==> src/rtl/ring_meter_pkg.sv <==
// Shared definitions for the ring-oscillator measurement sequencer:
// FSM state encoding and default parameter values.
package ring_meter_pkg;

  typedef enum logic [1:0] {
    ST_IDLE    = 2'd0,
    ST_SETTLE  = 2'd1,
    ST_MEASURE = 2'd2,
    ST_DONE    = 2'd3
  } meter_state_t;

  localparam int unsigned DEF_CNT_W         = 16;
  localparam int unsigned DEF_GATE_W        = 16;
  localparam int unsigned DEF_SETTLE_CYCLES = 16;

endpackage

==> src/rtl/sync_edge_detect.sv <==
// Two-flop synchronizer for an asynchronous input followed by a registered
// rising-edge detector. The pulse is one clock wide and appears three clocks
// after the input is first sampled high.
module sync_edge_detect (
  input  logic clk,
  input  logic rst_n,
  input  logic din,
  output logic pulse
);

  logic sync1;
  logic sync2;
  logic prev;

  // Synchronizer chain, previous-value register and registered edge pulse
  always_ff @(posedge clk) begin
    if (!rst_n) begin
      sync1 <= 1'b0;
      sync2 <= 1'b0;
      prev  <= 1'b0;
      pulse <= 1'b0;
    end else begin
      sync1 <= din;
      sync2 <= sync1;
      prev  <= sync2;
      pulse <= sync2 & ~prev;
    end
  end

endmodule

==> src/rtl/ring_osc_meter_ctrl.sv <==
// Measurement sequencer for the ring-oscillator/divider macro. Enables the
// oscillator, waits a settle interval, counts synchronized rising edges of
// the divided output over a programmable gate, then reports the count with
// a one-cycle done pulse. The oscillator only runs during SETTLE/MEASURE.
module ring_osc_meter_ctrl
  import ring_meter_pkg::*;
#(
  parameter int unsigned CNT_W         = DEF_CNT_W,
  parameter int unsigned GATE_W        = DEF_GATE_W,
  parameter int unsigned SETTLE_CYCLES = DEF_SETTLE_CYCLES
) (
  input  logic              clk,
  input  logic              rst_n,
  input  logic              start,
  input  logic              abort,
  input  logic              cfg_en1,
  input  logic [GATE_W-1:0] gate_len,
  input  logic              div_in,
  output logic              osc_en,
  output logic              osc_en1,
  output logic              busy,
  output logic              done,
  output logic [CNT_W-1:0]  count,
  output logic              overflow
);

  // One down-counter serves both the settle and the gate interval, so it is
  // sized for whichever of the two needs more bits.
  localparam int unsigned SET_W = $clog2(SETTLE_CYCLES + 1);
  localparam int unsigned TMR_W = (GATE_W > SET_W) ? GATE_W : SET_W;

  meter_state_t      state;
  logic [TMR_W-1:0]  tmr;
  logic [GATE_W-1:0] gate_q;
  logic [CNT_W-1:0]  acc;
  logic              acc_ovf;
  logic [CNT_W-1:0]  acc_next;
  logic              ovf_next;
  logic              edge_pulse;

  sync_edge_detect u_sync (
    .clk   (clk),
    .rst_n (rst_n),
    .din   (div_in),
    .pulse (edge_pulse)
  );

  // Saturating accumulator update for the current edge pulse
  always_comb begin
    acc_next = acc;
    ovf_next = acc_ovf;
    if (edge_pulse) begin
      if (acc == '1) begin
        ovf_next = 1'b1;
      end else begin
        acc_next = acc + 1'b1;
      end
    end
  end

  // Sequencer FSM with registered enables, status and result outputs.
  // The final MEASURE cycle's pulse is folded into the result through
  // acc_next, so count loads on the same edge that enters DONE.
  always_ff @(posedge clk) begin
    if (!rst_n) begin
      state    <= ST_IDLE;
      tmr      <= '0;
      gate_q   <= '0;
      acc      <= '0;
      acc_ovf  <= 1'b0;
      osc_en   <= 1'b0;
      osc_en1  <= 1'b0;
      busy     <= 1'b0;
      done     <= 1'b0;
      count    <= '0;
      overflow <= 1'b0;
    end else begin
      done <= 1'b0;
      case (state)
        ST_IDLE: begin
          osc_en  <= 1'b0;
          osc_en1 <= 1'b0;
          busy    <= 1'b0;
          if (start) begin
            busy <= 1'b1;
            if (gate_len != '0) begin
              gate_q  <= gate_len;
              tmr     <= TMR_W'(SETTLE_CYCLES - 1);
              acc     <= '0;
              acc_ovf <= 1'b0;
              osc_en  <= 1'b1;
              osc_en1 <= cfg_en1;
              state   <= ST_SETTLE;
            end else begin
              count    <= '0;
              overflow <= 1'b0;
              done     <= 1'b1;
              state    <= ST_DONE;
            end
          end
        end

        ST_SETTLE: begin
          if (abort) begin
            osc_en  <= 1'b0;
            osc_en1 <= 1'b0;
            busy    <= 1'b0;
            state   <= ST_IDLE;
          end else begin
            acc     <= '0;
            acc_ovf <= 1'b0;
            if (tmr == '0) begin
              tmr   <= TMR_W'(gate_q) - TMR_W'(1);
              state <= ST_MEASURE;
            end else begin
              tmr <= tmr - 1'b1;
            end
          end
        end

        ST_MEASURE: begin
          if (abort) begin
            osc_en  <= 1'b0;
            osc_en1 <= 1'b0;
            busy    <= 1'b0;
            state   <= ST_IDLE;
          end else begin
            acc     <= acc_next;
            acc_ovf <= ovf_next;
            if (tmr == '0) begin
              count    <= acc_next;
              overflow <= ovf_next;
              done     <= 1'b1;
              osc_en   <= 1'b0;
              osc_en1  <= 1'b0;
              state    <= ST_DONE;
            end else begin
              tmr <= tmr - 1'b1;
            end
          end
        end

        ST_DONE: begin
          busy  <= 1'b0;
          state <= ST_IDLE;
        end

        default: begin
          state <= ST_IDLE;
        end
      endcase
    end
  end

endmodule

==> config.mk <==
export PLATFORM = sky130hd
export DESIGN_NAME = ring_osc_meter_ctrl
export DESIGN_NICKNAME = d
export VERILOG_FILES = /design/src/rtl/ring_meter_pkg.sv /design/src/rtl/sync_edge_detect.sv /design/src/rtl/ring_osc_meter_ctrl.sv
export SDC_FILE = /design/constraint.sdc
export NUM_CORES = 1
export LEC_CHECK = 0
export BUFFER_PORTS_ARGS = -buffer_cell sky130_fd_sc_hd__buf_4
export CAP_MARGIN = 40
export CORE_MARGIN = 2
export CORE_UTILIZATION = 35
export CTS_CLUSTER_DIAMETER = 40
export DETAILED_ROUTE_END_ITERATION = 10
export GPL_TIMING_DRIVEN = 0
export SYNTH_ARGS = -nofsm -noshare
export SYNTH_HDL_FRONTEND = slang
export SYNTH_SLANG_ARGS = --single-unit
==> constraint.sdc <==
create_clock -name clk -period 6.1 [get_ports clk]
set_clock_uncertainty 0.15 [all_clocks]
set_input_delay 0 -clock clk [delete_from_list [all_inputs] [get_ports clk]]
set_output_delay 0 -clock clk [all_outputs]
set_load 0.03 [all_outputs]
==> impl_results.md, run 1 <==
* Vias in the first global route at ~4000
* Worst min-delay path class: flip-flop to flip-flop
* Critical path type: flip-flop to flip-flop
* Input/output buffers at 42
* CTS sink count at 76
* Routed vias/inst at approximately 5.5
* FFs w/ async S/R, synth at 0%
* Num rows at 40
* Clk_lat worst skew at between 0.3 and 0.4 ns
* DP HPWL at 8.592 mm
* Initial antenna violation count at 0
* Setup ws final at between 3 and 4 ns
* Nets at approximately 600
* Cell count after synthesis at 505
* Fmax at about 0.34 GHz
* Hold Violations, Final at 0
* Die Width at 114.0 um
* Post-layout util at between 40 and 50%
* Largest net degree at the start of global routing at 13
* Post-CTS resize count at 0
* Yosys warning count at 0
* CP arrival at about 3.0 ns
* Placement Setup Slack at 3.194 ns
* Vias at roughly 4000
* Rel. slew slack at between 40% and 50%
* Initial core utilization at 35.53%
* Remaining Overflow, GRT at 0
* Share of layout cells above drive strength 1 at 14.51%
* Drt first-iter violations at slightly below 300
* Synthesized area per cell at between 8 and 9 um^2
* Synthesized area at about 4200 um^2
* Final setup vio count at 0
* Critical Path Fanout Max at 8
* I/O pins at 43
* Post-DRT Antenna Nets at 0
* Deepest clock path buffer count at 2
* Setup crit end kind: flip-flop
* Antenna cells at 0
* Synth Net Count at roughly 540
* FF+latch count, synth at 76
* Final Critical Period at between 2 and 3 ns
* Power Total at around 2.2 mW
* TNS Setup at 0 ns
* Post-Route WL at between 10 and 15 mm
* Worst EP required at 6.20 ns
* P_leak at approximately 2 nW
* Status: complete, no violations
* Power Density at roughly 430 nW/um^2
* P&R area growth vs syn at 24.45%
* H-tree depth at 3
* Post-synthesis sequential area ratio at 35.96%
* Clock slew at reported path FFs at about 0.06 ns
* Avg WL per Cell at 16.31 um
* Placer congestion estimate at between 0.9 and 1
* First-pass GRT wire length at 19.48 mm
* Most common flop cell mapped by yosys: dfxtp_1
* Post-synth EDFFs at 0
* CTS root buf: clkbuf_16
* Die H at approximately 110 um
* Final slew viol count at 0
* Core Region at between 10000 and 15000 um^2
* CTS Buf Count at 9
* Max-cap violations at 0
* Post-CTS setup buffers at 0
* Worst Tran Pin Value at 0.7517 ns
* Detailed Routing Iterations Pass 1 at 5
* RSZ-0062 raised after global routing: false
* Die ar. at about 13000 um^2
* Remaining DRCs at 0
* Maximum VDD drop at ~0.26 mV
* Tot GR Track Use at a little under a fifth
* CP Launch Type: flip-flop
* CTS tree: yes
* Final critical-path share of the clock period at 48.20%
* Unique cell type count in the Yosys netlist at 70
metrics by stage:
stage	cells	hold WS, ns	area, um^2
3_3_place_gp	694	0.06926	4731
3_5_place_dp	694	0.07098	4731
6_report	733	0.2429	5266
5_1_grt	733	0.2665	5266
4_1_cts	733	0.2484	5266
2_1_floorplan	505	-0.02271	4232
area by class of cell:
cell class | count | area (um^2)
Tap cell | 147 | 183.9
Clock inverter | 3 | 45.04
Buffer | 25 | 131.4
Fill cell | 1212 | 6645
Sequential cell | 76 | 1521
Clock buffer | 13 | 260.3
Timing Repair Buffer | 65 | 545.5
Multi-Input combinational cell | 388 | 2519
Inverter | 16 | 60.06
logic make-up (layout without fill, tap and decap cells):
family | Yosys count | count (layout) | share of synthesized area (%)
buffers and inverters | 41 | 122 | 4.524
adder cells (fa/ha/maj) | 8 | 8 | 2.366
multiplexers | 22 | 22 | 5.204
AND/OR/NAND/NOR | 209 | 209 | 26.26
XOR/XNOR | 31 | 31 | 6.416
flip-flops | 76 | 76 | 35.96
AO/OA/AOI/OAI | 118 | 118 | 19.28
power by group:
group	total [mW]	switching, mW	internal, mW
sequential	0.609	0.0595	0.549
clock	0.544	0.204	0.339
combinational	1.09	0.677	0.411
flip-flops by register name, indices dropped and copies added (netlist names), 2 cells and up:
signal	flops
count	16
acc	16
tmr	16
state	2
gate_q	16
synth_stat cells (all sizes together), types with 2 or more instances:
master   instances  area share, %
dfxtp           76             36
nor2            52            4.6
nand2           46            4.1
a21oi           29            3.4
o21ai           26            3.3
mux2i           22            5.2
nor3            21            2.9
nand3           18            2.1
xnor2           17            3.5
inv             16            1.4
nor4            14            2.6
xor2            14            2.9
buf             13            2.0
clkbuf          12            1.1
o2bb2ai         11            2.3
and2             8            1.2
ha               8            2.4
nand4            8            1.3
or3              8            1.3
and3             7            1.0
o22ai            6           0.89
o31ai            6            1.2
a31oi            5           0.74
nor2b            5           0.74
a211oi           4           0.95
a32o             4           0.95
or4              4           0.71
a2bb2oi          3           0.62
and4             3           0.62
nand2b           3           0.44
nand3b           3           0.83
o211ai           3           0.53
o21a             3           0.56
or2              3           0.44
a21o             2           0.35
nor3b            2           0.47
nor4b            2           0.41
o2111ai          2           0.41
o221ai           2           0.41
o311ai           2           0.41
o31a             2           0.47
worst paths after layout:
path                           from                       to  slack [ns]  depth (start not counted)
max           state[0]$_SDFFE_PN0P_     tmr[15]$_SDFFE_PN0P_        3.16                          8
min          u_sync.prev$_SDFF_PN0_  u_sync.pulse$_SDFF_PN0_        0.24                          1
max reg2reg   state[0]$_SDFFE_PN0P_     tmr[15]$_SDFFE_PN0P_        3.16                          8
min reg2reg  u_sync.prev$_SDFF_PN0_  u_sync.pulse$_SDFF_PN0_        0.24                          1
worst max-delay path, cell delays in order (launching register included):
cell and delay [ns]:
dfxtp_1 0.39, inv_1 0.10, ha_1 0.30, or2_1 0.33
a211oi_2 0.31, o21ai_1 0.25, nor2_1 0.58, o21ai_0 0.20
o31ai_1 0.25
metal layers:
layer | track usage, % | wire [um] | vias up
met5 | 0 | 0 | -
met4 | 7.236 | 262 | 0
met3 | 4.410 | 626 | 26
met2 | 32.54 | 5636 | 131
met1 | 23.51 | 5432 | 1910
li1 | - | - | 2000
what timing repair did:
item,4_1_cts,5_1_grt
hold buffers,23,0
hold endpoints to repair,24,0
setup endpoints to repair,0,0
placed cells by master, fill, tap and decap left out, types with 6 or more instances in the layout:
cell type / n
nor4_1: 12
and2_1: 7
buf_4: 46
or3_1: 7
mux2i_1: 22
and3_1: 7
o22ai_1: 6
nand2_1: 45
clkbuf_16: 9
ha_1: 8
clkbuf_1: 14
xor2_1: 14
o21ai_0: 23
nor3_1: 19
dfxtp_1: 76
dlygate4sd3_1: 23
nand3_1: 18
inv_1: 16
nor2_1: 52
buf_2: 6
o2bb2ai_1: 11
nand4_1: 7
a21oi_1: 29
xnor2_1: 17
Note: power is estimated with default switching activity, not from simulation.
==> inputs of run 2 (changes only) <==
- clock period: 6.1 -> 2.5 ns (I/O delays scaled with it)
==> impl_results.md, run 2 (synthesis results as in run 1) <==
* Die Width at 114.0 um (unchanged)
* P&R area growth vs syn at 31.16%
* Core Region at 11910 um^2 (unchanged)
* Final Critical Period at 2.421 ns (-0.5191 ns)
* Setup crit end kind: flip-flop
* Share of layout cells above drive strength 1 at 19.63% (+5.1 points)
* Post-DRT Antenna Nets at 0 (unchanged)
* Initial antenna violation count at 0 (unchanged)
* Remaining DRCs at 0 (unchanged)
* Input/output buffers at 42 (unchanged)
* CP arrival at 2.50 ns (-0.54 ns)
* Drt first-iter violations at 252 (-15%)
* Most frequent cells in the layout: dfxtp_1, buf_4, nor2_1
* Num rows at 40 (unchanged)
* Tot GR Track Use at 19.12% (about the same)
* Hold depth at 6 (+5)
* Largest net degree at the start of global routing at 13 (unchanged)
* Worst Tran Pin Value at 0.7605 ns (+0.008854 ns)
* CP Launch Type: flip-flop
* Setup ws final at 0.07871 ns (-3.081 ns)
* Multi-input gate area at 2663 um^2 (+5.7%)
* Worst EP required at 2.58 ns (-3.62 ns)
* DP HPWL at 8.592 mm (unchanged)
* Placer congestion estimate at 0.9321 (unchanged)
* Worst r2r dst: tmr[12]$_SDFFE_PN0P_
* Register-to-Register Path Depth at 8 (unchanged)
* H-tree depth at 3 (unchanged)
* First-pass GRT wire length at 19.51 mm (+0.14%)
* FF-to-FF Start: tmr[0]$_SDFFE_PN0P_
* Vias at 4149 (+2.0%)
* Deepest clock path buffer count at 2 (unchanged)
* Post-Route WL at 12.22 mm (+2.2%)
* Register area at 1526 um^2 (+0.33%)
* RSZ-0062 raised after global routing: true
* Post-layout util at 46.60% (+2.4 points)
* Critical path type: flip-flop to flip-flop
* I/O pins at 43 (unchanged)
* Commonest non-fill, non-tap cell in the layout: dfxtp_1
* Clk_lat worst skew at 0.34 ns (about the same)
* Fmax at 0.4130 GHz (+21%)
* Worst min-delay path class: primary input to flip-flop
* Rel. slew slack at 49.30% (+0.12 points)
* Remaining Overflow, GRT at 0 (unchanged)
* CTS tree: yes
* Die ar. at 12990 um^2 (unchanged)
* Die H at 114.0 um (unchanged)
* Final critical-path share of the clock period at 96.85% (+49 points)
* CTS sink count at 76 (unchanged)
* Power Density at 1072 nW/um^2 (+150%)
* Avg WL per Cell at 16.34 um (+0.14%)
* Critical Path Fanout Max at 8 (unchanged)
* Maximum VDD drop at 0.6514 mV (+150%)
* CTS root buf: clkbuf_16
* Clock slew at reported path FFs at 0.05 ns (about the same)
* Hold Violations, Final at 0 (unchanged)
* Max-cap violations at 0 (unchanged)
* Flop2flop setup slack at 0.08 ns (-3.08 ns)
* Antenna cells at 0 (unchanged)
* CTS Buf Count at 9 (unchanged)
* Status: complete, no violations
* P_leak at 2.067 nW (+5.1%)
* Final slew viol count at 0 (unchanged)
* Initial core utilization at 35.53% (unchanged)
* Fillers at 1200 (-0.99%)
* Worst Hold Endpoint: state[1]$_SDFFE_PN0P_
* Routed vias/inst at 5.547 (about the same)
* Nets at 626 (+2.5%)
* Vias in the first global route at 3911 (+0.26%)
* Placement Setup Slack at -0.4056 ns (-3.600 ns)
* Detailed Routing Iterations Pass 1 at 5 (unchanged)
* Final hold slack at 0.1642 ns (-0.07872 ns)
* Final setup vio count at 0 (unchanged)
* Hold Crit Start: gate_len[7]
-- run 2: cell count changes in the layout (fill, tap and decap cells not counted), sizes merged --
cell | previous run | this run
buf | 55 | 72
clkbuf | 25 | 24
dlygate4sd3 | 23 | 22
-- run 2: stage by stage --
step | area [um^2] | power [mW] | TNS [ns] | cells
after floorplan | 4232 | 3.404 | 0 | 505
after global placement | 4731 | 4.058 | -5.008 | 694
after detailed placement | 4731 | 4.081 | -6.995 | 694
after CTS | 5345 | 5.598 | -0.07320 | 735
after global routing | 5550 | 6.288 | -0.001508 | 748
final | 5550 | 5.947 | 0 | 748
-- run 2: layout make-up --
cell class	instances	area share, %
Inverter	16	1.082
Tap cell	147	3.314
Multi-Input combinational cell	388	47.97
Sequential cell	76	27.50
Clock inverter	3	0.8115
Timing Repair Buffer	80	12.04
Buffer	25	2.592
Clock buffer	13	4.689
-- run 2: timing repair --
action / CTS / global route
endpoints found under the hold margin: 24 / 0
pin swaps: 3 / 6
buffers inserted: 3 / 13
hold buffers: 22 / 0
cloned: 0 / 0
resized for setup: 15 / 22
setup endpoints to repair: 43 / 55
-- run 2: how the worst max path moves through the flow --
stage                               start              endpoint  slack, ns  depth (start not counted)
floorplan           state[0]$_SDFFE_PN0P_   tmr[5]$_SDFFE_PN0P_       0.13                          8
global placement    state[0]$_SDFFE_PN0P_  tmr[15]$_SDFFE_PN0P_      -0.34                          8
detailed placement  state[0]$_SDFFE_PN0P_  tmr[10]$_SDFFE_PN0P_      -0.41                          8
CTS                   tmr[0]$_SDFFE_PN0P_   tmr[3]$_SDFFE_PN0P_      -0.04                          9
global route          tmr[0]$_SDFFE_PN0P_   tmr[3]$_SDFFE_PN0P_     -0.002                         10
finish                tmr[0]$_SDFFE_PN0P_  tmr[12]$_SDFFE_PN0P_       0.08                          8
-- run 2: critical path: stages, from the launching register on --
cell     delay [ns]
dfxtp_1        0.34
inv_1          0.10
ha_1           0.22
nor3b_4        0.26
nand2_2        0.17
or4_1          0.52
o31ai_1        0.22
o31ai_1        0.11
a32o_1         0.21
-- run 2: report_power, final --
| group | internal (mW) | total [mW] | switching (mW) |
|---|---|---|---|
| combinational | 1.28 | 3.11 | 1.83 |
| clock | 0.828 | 1.33 | 0.503 |
| sequential | 1.35 | 1.51 | 0.161 |
| total | 3.46 | 5.95 | 2.49 |
-- run 2: layer usage --
metal	GRT usage [%]	share of wire [%]
met5	0	0
met4	7.561	1.8
met3	4.410	4.8
met2	32.42	49
met1	23.48	45
==> inputs of run 3 (changes only) <==
- clock period: 2.5 -> 3.1 ns (I/O delays scaled with it)
==> impl_results.md, run 3 (synthesis results as in run 1) <==
* Deepest clock path buffer count at 2 (unchanged)
* Rel. slew slack at 47.74% (-1.6 points)
* Most frequent cells in the layout: dfxtp_1, nor2_1, buf_4
* Drt first-iter violations at 283 (+12%)
* Fmax at 0.3403 GHz (-18%)
* Worst Tran Pin Value at 0.7730 ns (+0.01245 ns)
* Routed vias/inst at 5.540 (-0.12%)
* Power Total at 4.423 mW (-26%)
* Final slew viol count at 0 (unchanged)
* Number of cells after detailed placement at 694 (unchanged)
* Hold Violations, Final at 0 (unchanged)
* CTS Buf Count at 9 (unchanged)
* RSZ-0062 raised after global routing: false
* Vias in the first global route at 3901 (-0.26%)
* CP arrival at 3.07 ns (+0.57 ns)
* Critical path's top delay family: simple AND/OR/NAND/NOR gates
* Tot GR Track Use at 19.12% (about the same)
* I/O pins at 43 (unchanged)
* P&R area growth vs syn at 24.54%
* Register area at 1521 um^2 (-0.33%)
* Remaining DRCs at 0 (unchanged)
* CP Launch Type: flip-flop
* Post-CTS setup buffers at 0 (-3)
* Final critical-path share of the clock period at 94.79% (-2.1 points)
* Input/output buffers at 42 (unchanged)
* Core Region at 11910 um^2 (unchanged)
* Critical path type: flip-flop to flip-flop
* Detailed Routing Iterations Pass 1 at 5 (unchanged)
* P_leak at 1.970 nW (-4.7%)
* Vias at 4061 (-2.1%)
* Die ar. at 12990 um^2 (unchanged)
* Status: complete, no violations
* DP HPWL at 8.592 mm (unchanged)
* H-tree depth at 3 (unchanged)
* Final Critical Period at 2.938 ns (+0.5171 ns)
* Power Density at 839.2 nW/um^2 (-22%)
* First-pass GRT wire length at 19.48 mm (-0.14%)
* Post-DRT Antenna Nets at 0 (unchanged)
* Clk_lat worst skew at 0.34 ns (about the same)
* Placer congestion estimate at 0.9321 (unchanged)
* Slowest-stage cell, CP: nor4_2
* CTS sink count at 76 (unchanged)
* Largest net degree at the start of global routing at 13 (unchanged)
* Remaining Overflow, GRT at 0 (unchanged)
* Int Pwr at 2.561 mW (-26%)
* Fillers at 1214 (+1.2%)
* Num rows at 40 (unchanged)
* Multi-input gate area at 2521 um^2 (-5.3%)
* Critical Path Fanout Max at 7 (-1)
* CTS root buf: clkbuf_16
* Post-layout util at 44.24% (-2.4 points)
* Crit path buf inv count at 1 (unchanged)
* Clock power share at 24.3% (+1.9 points)
* Sequential Power Share at 27.1% (+1.7 points)
* Commonest non-fill, non-tap cell in the layout: dfxtp_1
* Avg WL per Cell at 16.39 um (+0.33%)
* Worst path max stage delay at 0.68 ns (+0.16 ns)
* Clock slew at reported path FFs at 0.06 ns (about the same)
* Maximum VDD drop at 0.5256 mV (-19%)
* Worst EP required at 3.23 ns (+0.65 ns)
* Final non-filler cell total at 733 (-2.0%)
* Setup crit end kind: flip-flop
* Initial core utilization at 35.53% (unchanged)
* Final hold slack at 0.2444 ns (+0.08021 ns)
* CTS tree: yes
* Die Width at 114.0 um (unchanged)
* Nets at 611 (-2.4%)
* TNS Setup at 0 ns (unchanged)
* Crit path cell chain: inv_1 -> ha_1 -> or2_1 -> a211oi_2 -> o21ai_1 -> nor4_2 -> and3_1 -> a311o_1
* Max-cap violations at 0 (unchanged)
* Antenna cells at 0 (unchanged)
* Share of layout cells above drive strength 1 at 14.85% (-4.8 points)
* Combinational power share at 48.6% (-3.7 points)
* Net Switching at 1.862 mW (-25%)
* Die H at 114.0 um (unchanged)
* Post-Route WL at 12.01 mm (-1.7%)
* Initial antenna violation count at 0 (unchanged)
* Net Sw Frac at 42.10% (+0.21 points)
* Final setup vio count at 0 (unchanged)
* Worst min-delay path class: flip-flop to flip-flop
-- run 3: cell types whose count changed in the layout (fill, tap and decap cells not counted), sizes merged --
| cell | delta |
|---|---|
| buf | -17 |
| dlygate4sd3 | +1 |
| clkbuf | +1 |
-- run 3: path summary, 6_finish.rpt --
kind	from	endpoint	slack (ns)	depth (start not counted)
setup reg to reg	state[0]$_SDFFE_PN0P_	tmr[5]$_SDFFE_PN0P_	0.16	8
hold / removal	u_sync.prev$_SDFF_PN0_	u_sync.pulse$_SDFF_PN0_	0.24	1
hold reg to reg	u_sync.prev$_SDFF_PN0_	u_sync.pulse$_SDFF_PN0_	0.24	1
setup / recovery	state[0]$_SDFFE_PN0P_	tmr[5]$_SDFFE_PN0P_	0.16	8
-- run 3: metal layers --
metal  share of wire [%]  GRT usage, %
met1                  45         23.51
met2                  47         32.54
met3                 5.2         4.410
met4                 2.1         7.236
met5                   0             0
-- run 3: stage by stage --
stage / area, um^2 / worst slack, ns
final: 5270 / 0.1616
after global routing: 5270 / 0.007592
after CTS: 5266 / 0.1631
after detailed placement: 4731 / 0.1944
after global placement: 4731 / 0.2613
after floorplan: 4232 / 0.7262
-- run 3: cell type report --
class / count / area share, %
repair buffers: 65 / 10.35
clock buffers: 13 / 4.938
clock inverters: 3 / 0.8547
well taps: 147 / 3.490
flip-flops and latches: 76 / 28.87
multi-input cells: 388 / 47.84
plain buffers: 25 / 2.517
inverters: 16 / 1.140
-- run 3: power by group through the flow --
stage               Clock [mW]  Sequential [mW]  Combinational (mW)
floorplan                    0             1.21                1.53
CTS                       1.09             1.19                2.12
finish                    1.08             1.20                2.15
global route              1.14             1.21                2.34
detailed placement           0             1.21                2.08
global placement             0             1.21                2.06
-- run 3: worst reg2reg max path, delay by kind of cell, from the launching register on --
kind / cells / cell delay [ns]
simple gates: 3 / 1.27
compound gates: 3 / 0.67
flops: 1 / 0.38
fa+ha+maj: 1 / 0.30
buf+inv: 1 / 0.10
-- run 3: timing repair --
action | CTS | global route
setup endpoints to repair | 0 | 5
gates resized for setup | 0 | 3
hold buffers | 23 | 0
hold endpoints to repair | 24 | 0
